<file path="src/rtl/fault_recovery_sequencer.sv">
// -----------------------------------------------------------------------------
// fault_recovery_sequencer
//
// Watches the system-state FSM and sequences recovery after a FAULT:
//   MONITOR -> COOLDOWN (shutdown held for COOLDOWN_CYCLES)
//           -> REQUEST  (recover_req to host, wait for recover_ack)
//           -> WAIT_CLEAR (wait for system_state == IDLE) -> MONITOR
// Repeated faults without a quiet period of QUIET_CYCLES non-FAULT cycles
// are counted in retry_cnt; a FAULT with the retry budget used up latches
// LOCKOUT until the operator clears it while the system is not faulted.
//
// Optional feature macro: FAULT_RECOVERY_ACK_TIMEOUT_EN
//   defined   : an unanswered request times out after ACK_TIMEOUT cycles and
//               counts as a failed attempt (retry or lockout).
//   undefined : REQUEST waits for recover_ack indefinitely; ACK_TIMEOUT unused.
//
// Ports:
//   clk           in   system clock
//   reset_n       in   asynchronous active-low reset
//   system_state  in   2  00 IDLE, 01 NORMAL, 10 WARNING, 11 FAULT
//   recover_ack   in   host acknowledge of recover_req (pulse or level)
//   lockout_clr   in   operator clear of lockout
//   shutdown      out  load/heater shutdown command
//   recover_req   out  recovery request to host
//   lockout       out  retry budget exhausted
//   retry_cnt     out  4  recovery attempts since last quiet period / clear
//   seq_state     out  3  0 MONITOR, 1 COOLDOWN, 2 REQUEST, 3 WAIT_CLEAR,
//                         4 LOCKOUT
// All outputs are registered.
// -----------------------------------------------------------------------------
module fault_recovery_sequencer #(
    parameter int COOLDOWN_CYCLES = 1000,
    parameter int MAX_RETRIES     = 3,
    parameter int ACK_TIMEOUT     = 16,
    parameter int QUIET_CYCLES    = 4096
) (
    input  logic       clk,
    input  logic       reset_n,
    input  logic [1:0] system_state,
    input  logic       recover_ack,
    input  logic       lockout_clr,
    output logic       shutdown,
    output logic       recover_req,
    output logic       lockout,
    output logic [3:0] retry_cnt,
    output logic [2:0] seq_state
);

    // Elaboration-time parameter range checks.
    if (COOLDOWN_CYCLES < 1) begin : g_bad_cooldown
        $error("COOLDOWN_CYCLES must be >= 1");
    end
    if (MAX_RETRIES < 1 || MAX_RETRIES > 15) begin : g_bad_retries
        $error("MAX_RETRIES must be in 1..15");
    end
    if (ACK_TIMEOUT < 1) begin : g_bad_ack_timeout
        $error("ACK_TIMEOUT must be >= 1");
    end
    if (QUIET_CYCLES < 1) begin : g_bad_quiet
        $error("QUIET_CYCLES must be >= 1");
    end

    localparam int CW = $clog2(COOLDOWN_CYCLES + 1);
    localparam int QW = $clog2(QUIET_CYCLES + 1);

    localparam logic [3:0]    MAX_R      = 4'(MAX_RETRIES);
    localparam logic [CW-1:0] COOL_LOAD  = CW'(COOLDOWN_CYCLES - 1);
    localparam logic [QW-1:0] QUIET_LAST = QW'(QUIET_CYCLES - 1);

`ifdef FAULT_RECOVERY_ACK_TIMEOUT_EN
    localparam int AW = $clog2(ACK_TIMEOUT + 1);
    localparam logic [AW-1:0] ACK_LOAD = AW'(ACK_TIMEOUT - 1);
`endif

    typedef enum logic [2:0] {
        ST_MONITOR    = 3'd0,
        ST_COOLDOWN   = 3'd1,
        ST_REQUEST    = 3'd2,
        ST_WAIT_CLEAR = 3'd3,
        ST_LOCKOUT    = 3'd4
    } state_t;

    state_t        state_q,       state_d;
    logic [3:0]    retry_cnt_q,   retry_cnt_d;
    logic [CW-1:0] cool_tmr_q,    cool_tmr_d;
    logic [QW-1:0] quiet_cnt_q,   quiet_cnt_d;
    logic          shutdown_q,    shutdown_d;
    logic          recover_req_q, recover_req_d;
    logic          lockout_q,     lockout_d;
`ifdef FAULT_RECOVERY_ACK_TIMEOUT_EN
    logic [AW-1:0] ack_tmr_q,     ack_tmr_d;
`endif

    logic is_fault;
    logic is_idle;

    assign is_fault = (system_state == 2'b11);
    assign is_idle  = (system_state == 2'b00);

    // Retry counter never wraps: it stops at the budget.
    function automatic logic [3:0] sat_inc(input logic [3:0] cnt);
        return (cnt >= MAX_R) ? MAX_R : cnt + 4'd1;
    endfunction

    // -------------------------------------------------------------------------
    // State register (also holds counters and registered outputs)
    // -------------------------------------------------------------------------
    always_ff @(posedge clk or negedge reset_n) begin
        if (!reset_n) begin
            state_q       <= ST_MONITOR;
            retry_cnt_q   <= '0;
            cool_tmr_q    <= '0;
            quiet_cnt_q   <= '0;
            shutdown_q    <= 1'b0;
            recover_req_q <= 1'b0;
            lockout_q     <= 1'b0;
`ifdef FAULT_RECOVERY_ACK_TIMEOUT_EN
            ack_tmr_q     <= '0;
`endif
        end else begin
            state_q       <= state_d;
            retry_cnt_q   <= retry_cnt_d;
            cool_tmr_q    <= cool_tmr_d;
            quiet_cnt_q   <= quiet_cnt_d;
            shutdown_q    <= shutdown_d;
            recover_req_q <= recover_req_d;
            lockout_q     <= lockout_d;
`ifdef FAULT_RECOVERY_ACK_TIMEOUT_EN
            ack_tmr_q     <= ack_tmr_d;
`endif
        end
    end

    // -------------------------------------------------------------------------
    // Next-state and counter logic
    // -------------------------------------------------------------------------
    always_comb begin
        state_d     = state_q;
        retry_cnt_d = retry_cnt_q;
        cool_tmr_d  = cool_tmr_q;
        quiet_cnt_d = quiet_cnt_q;
`ifdef FAULT_RECOVERY_ACK_TIMEOUT_EN
        ack_tmr_d   = ack_tmr_q;
`endif

        case (state_q)
            ST_MONITOR: begin
                if (is_fault) begin
                    quiet_cnt_d = '0;
                    if (retry_cnt_q == MAX_R) begin
                        state_d = ST_LOCKOUT;
                    end else begin
                        retry_cnt_d = sat_inc(retry_cnt_q);
                        cool_tmr_d  = COOL_LOAD;
                        state_d     = ST_COOLDOWN;
                    end
                end else if (quiet_cnt_q == QUIET_LAST) begin
                    // This cycle completes the quiet period: forget past retries.
                    quiet_cnt_d = '0;
                    retry_cnt_d = '0;
                end else begin
                    quiet_cnt_d = quiet_cnt_q + QW'(1);
                end
            end

            ST_COOLDOWN: begin
                // Timer was loaded with N-1, so COOLDOWN lasts exactly N cycles.
                if (cool_tmr_q == '0) begin
                    state_d = ST_REQUEST;
`ifdef FAULT_RECOVERY_ACK_TIMEOUT_EN
                    ack_tmr_d = ACK_LOAD;
`endif
                end else begin
                    cool_tmr_d = cool_tmr_q - CW'(1);
                end
            end

            ST_REQUEST: begin
                // Ack is checked first so it wins over a same-cycle timeout.
                if (recover_ack) begin
                    state_d = ST_WAIT_CLEAR;
                end
`ifdef FAULT_RECOVERY_ACK_TIMEOUT_EN
                else if (ack_tmr_q == '0) begin
                    if (retry_cnt_q == MAX_R) begin
                        state_d = ST_LOCKOUT;
                    end else begin
                        retry_cnt_d = sat_inc(retry_cnt_q);
                        cool_tmr_d  = COOL_LOAD;
                        state_d     = ST_COOLDOWN;
                    end
                end else begin
                    ack_tmr_d = ack_tmr_q - AW'(1);
                end
`endif
            end

            ST_WAIT_CLEAR: begin
                if (is_idle) begin
                    state_d     = ST_MONITOR;
                    quiet_cnt_d = '0;
                end
            end

            ST_LOCKOUT: begin
                // A clear is only honoured once the fault itself has gone.
                if (lockout_clr && !is_fault) begin
                    retry_cnt_d = '0;
                    state_d     = ST_MONITOR;
                end
            end

            default: begin
                state_d = ST_MONITOR;
            end
        endcase
    end

    // -------------------------------------------------------------------------
    // Output decode from the next state, registered alongside state_q
    // -------------------------------------------------------------------------
    always_comb begin
        shutdown_d    = (state_d != ST_MONITOR);
        recover_req_d = (state_d == ST_REQUEST);
        lockout_d     = (state_d == ST_LOCKOUT);
    end

    assign shutdown    = shutdown_q;
    assign recover_req = recover_req_q;
    assign lockout     = lockout_q;
    assign retry_cnt   = retry_cnt_q;
    assign seq_state   = state_q;

endmodule

</file>
<file path="config.mk">
export PLATFORM = sky130hd
export DESIGN_NAME = fault_recovery_sequencer
export DESIGN_NICKNAME = d
export VERILOG_FILES = /design/src/rtl/fault_recovery_sequencer.sv
export SDC_FILE = /design/constraint.sdc
export NUM_CORES = 1
export LEC_CHECK = 0
export CORE_MARGIN = 2
export CORE_UTILIZATION = 53
export DETAILED_ROUTE_END_ITERATION = 6
export PLACE_DENSITY = 0.74
export SLEW_MARGIN = 20
export SYNTH_ARGS = -nofsm -noshare
export SYNTH_HDL_FRONTEND = slang
export SYNTH_SLANG_ARGS = --single-unit
</file>
<file path="constraint.sdc">
create_clock -name clk -period 2.7 [get_ports clk]
set_clock_uncertainty 0.05 [all_clocks]
set_input_delay 0.675 -clock clk [delete_from_list [all_inputs] [get_ports clk]]
set_output_delay 0.675 -clock clk [all_outputs]
set_load 0.05 [all_outputs]
</file>
==> impl_metrics.toml <==
[outcome]
outcome = "complete, no violations"

[timing]
relSlewSlack_pct = 58.3
worstMarginPinSlew_ns = 0.621
fin_crit_sh_pct = 92.2
setup-tns-final_ns = 0
layout_min_cycle_time_ns = 2.49
hold_viol = 0
max_freq_mhz = 402
slew_viol_final = 0
finalSetupViolations = 0
rsz0062_at_grt = "false"

[detailed_routing]
post_drt_wl_per_cell_um = 15.9
post_drt_via_cell_ratio = 6.19
antenna_left = 0
drc_errors = 0
vias = 1616
drtIter0Drc = 160
drt_pass1_iterations = 4
wl_um = 4140

[placement]
dpl.hpwl_um = 3050
finalWeightedCongestion = 0.851
numPortBuffers = 15
placed_cell_area_mm2 = 0.00208

[yosys]
synth_area_mm2 = 0.00184
synth_ff_type = "dfrtp_1"
async_flop_share_pct = 100
yosysSeqAreaShare_pct = 44.8
synthTopCellsByArea = "dfrtp_1 45%, nor2_1 2.9%, ha_1 2.7%, nand3_1 2.7%, or4_1 2.4%"
ys_ff_latch = 33
synth.largest_area_cell = "dfrtp_1"
avgSynthCellArea_um2 = 9.69
yosys.cell_types.count = 50
synthDominantCellAreaShare_pct = 44.8
syn_nets = 200
yosys_warnings = 0
synth_edf_count = 0
postSynthCellCount = 190

[setup_path]
worstPathRequired_ns = 1.98
worst_path_largest_cell_delay_ns = 0.87
crit_buf_inv = 1
cp_top_family = "buffers and inverters"
endpoint_kind = "output pin"
cp-start-kind = "flip-flop"
rr_startpoint = "cool_tmr_q[0]"
crit_path_cell_trace = "clkdlybuf4s50_1"
critPathSlowestCell = "clkdlybuf4s50_1"
startpoint = "seq_state[2]"
cp_max_fo = 10
critPathKind = "flip-flop to output pin"
worstPathArrival_ns = 1.77

[global_routing]
grt_max_degree = 34
antenna_found_initial = 0
grt_pass1_wl_um = 7050
grt_remaining_overflow = 0
track_usage_pct = 22.7
grt_pass1_vias = 1521

[worst_hold_path]
min_from = "quiet_cnt_q[12]"
hp-class = "flip-flop to flip-flop"

[flow_run]
drv_cap = 0

[cells_and_area]
areaGrowthSynthToFinish_pct = 15.9
drive_gt1_share_pct = 10.7
layout_commonest_cell = "dfrtp_1"
n_antenna_cell = 0
nNetsFinal = 224
fin_area_mm2 = 0.00213
mostFrequentLayoutCells = "33 x dfrtp_1, 15 x clkdlybuf4s50_1, 14 x nor2_1"

[floorplanning]
die_area_mm2 = 0.00396
core-area_mm2 = 0.00334
ioPinCount = 16
start_util_pct = 55.2
std_cell_rows = 21
die_y_um = 63.0
fp.dieW_um = 63.0

[cts]
insertion_delay_ns = 0.33
cts.sinks = 33
cts_made_buffers = 5
clk_pin_slew_worst_paths_ns = 0.11
cts_tree = "yes"
ctsHoldBuffers = 0
post_cts_buffers = 0
ctsResizeCount = 0
htreeDepth = 2
clockBufferDepth = 2
root_buffer = "clkbuf_4"

[power]
power_density_mw_per_mm2 = 596
ir_drop_mv = 0.356
leakage_nw = 0.910
-- per-layer routing --
metal,global-route usage (%),vias up,part of all wire [%]
met4,7.22,0,1.1
met5,0,-,0
met3,4.86,6,5.1
li1,-,773,-
met1,30.1,790,45
met2,37.2,47,48
-- flip-flops by register name (all words and copies together) (netlist names) --
register     flops
cool_tmr_q      10
lockout          1
quiet_cnt_q     13
recover_req      1
retry_cnt        4
seq_state        3
shutdown         1
-- cells in the mapped netlist, types with 3 or more instances --
cell type  count
or3_1          4
nand4_1        6
ha_1           4
a31oi_1        4
and3_1         4
and4_1         3
dfrtp_1       33
or3b_1         3
a21oi_1        8
nor4_1         3
and2_1         4
o2111ai_1      3
o31ai_1        4
xor2_1         5
o21ai_1        3
or4_1          6
nand3_1       10
inv_1          9
nor3_1         5
nor2_1        14
clkbuf_1       5
o21ai_0        5
nand2_1       10
-- final timing paths --
kind | endpoint | slack [ns] | cells after the start
min in group asynchronous | recover_req | 0.69 | 2
setup / recovery | seq_state[2] | 0.21 | 1
setup reg to reg | shutdown | 0.41 | 6
max in group asynchronous | seq_state[0] | 1.61 | 2
hold / removal | quiet_cnt_q[12] | 0.44 | 1
hold reg to reg | quiet_cnt_q[12] | 0.44 | 1
-- power breakdown --
group,switching (mW),internal [mW]
sequential,0.114,0.587
clock,0.179,0.0982
combinational,0.156,0.139
total,0.449,0.824
-- logic make-up after synthesis --
kind of cell    synth area share, %
xor+xnor                       2.38
flops                          44.8
fa+ha+maj                      2.72
buf+inv                        3.46
compound gates                 16.9
simple gates                   27.4
mux                            2.31
-- final cells by class --
cell class / count / area (µm²)
clock buffer: 5 / 37.5
clock inverter: 3 / 17.5
fill: 267 / 1200
inverter: 9 / 33.8
multi-input combinational: 142 / 952
sequential: 33 / 826
tap: 46 / 57.6
timing repair buffer: 23 / 210
-- metrics by stage --
| stage | std cells | hold WS (ns) | worst slack [ns] | total power [mW] | util [%] |
|---|---|---|---|---|---|
| after floorplan | 190 | 0.329 | 0.331 | 0.900 | - |
| after global placement | 253 | 0.422 | 0.149 | 0.981 | 62.3 |
| after detailed placement | 253 | 0.421 | 0.0821 | 1.00 | 62.3 |
| after CTS | 261 | 0.447 | 0.199 | 1.28 | 64.0 |
| after global routing | 261 | 0.459 | 0.130 | 1.36 | 64.0 |
| final | 261 | 0.440 | 0.209 | 1.27 | 64.0 |
Power figures use the tool's default switching activity.
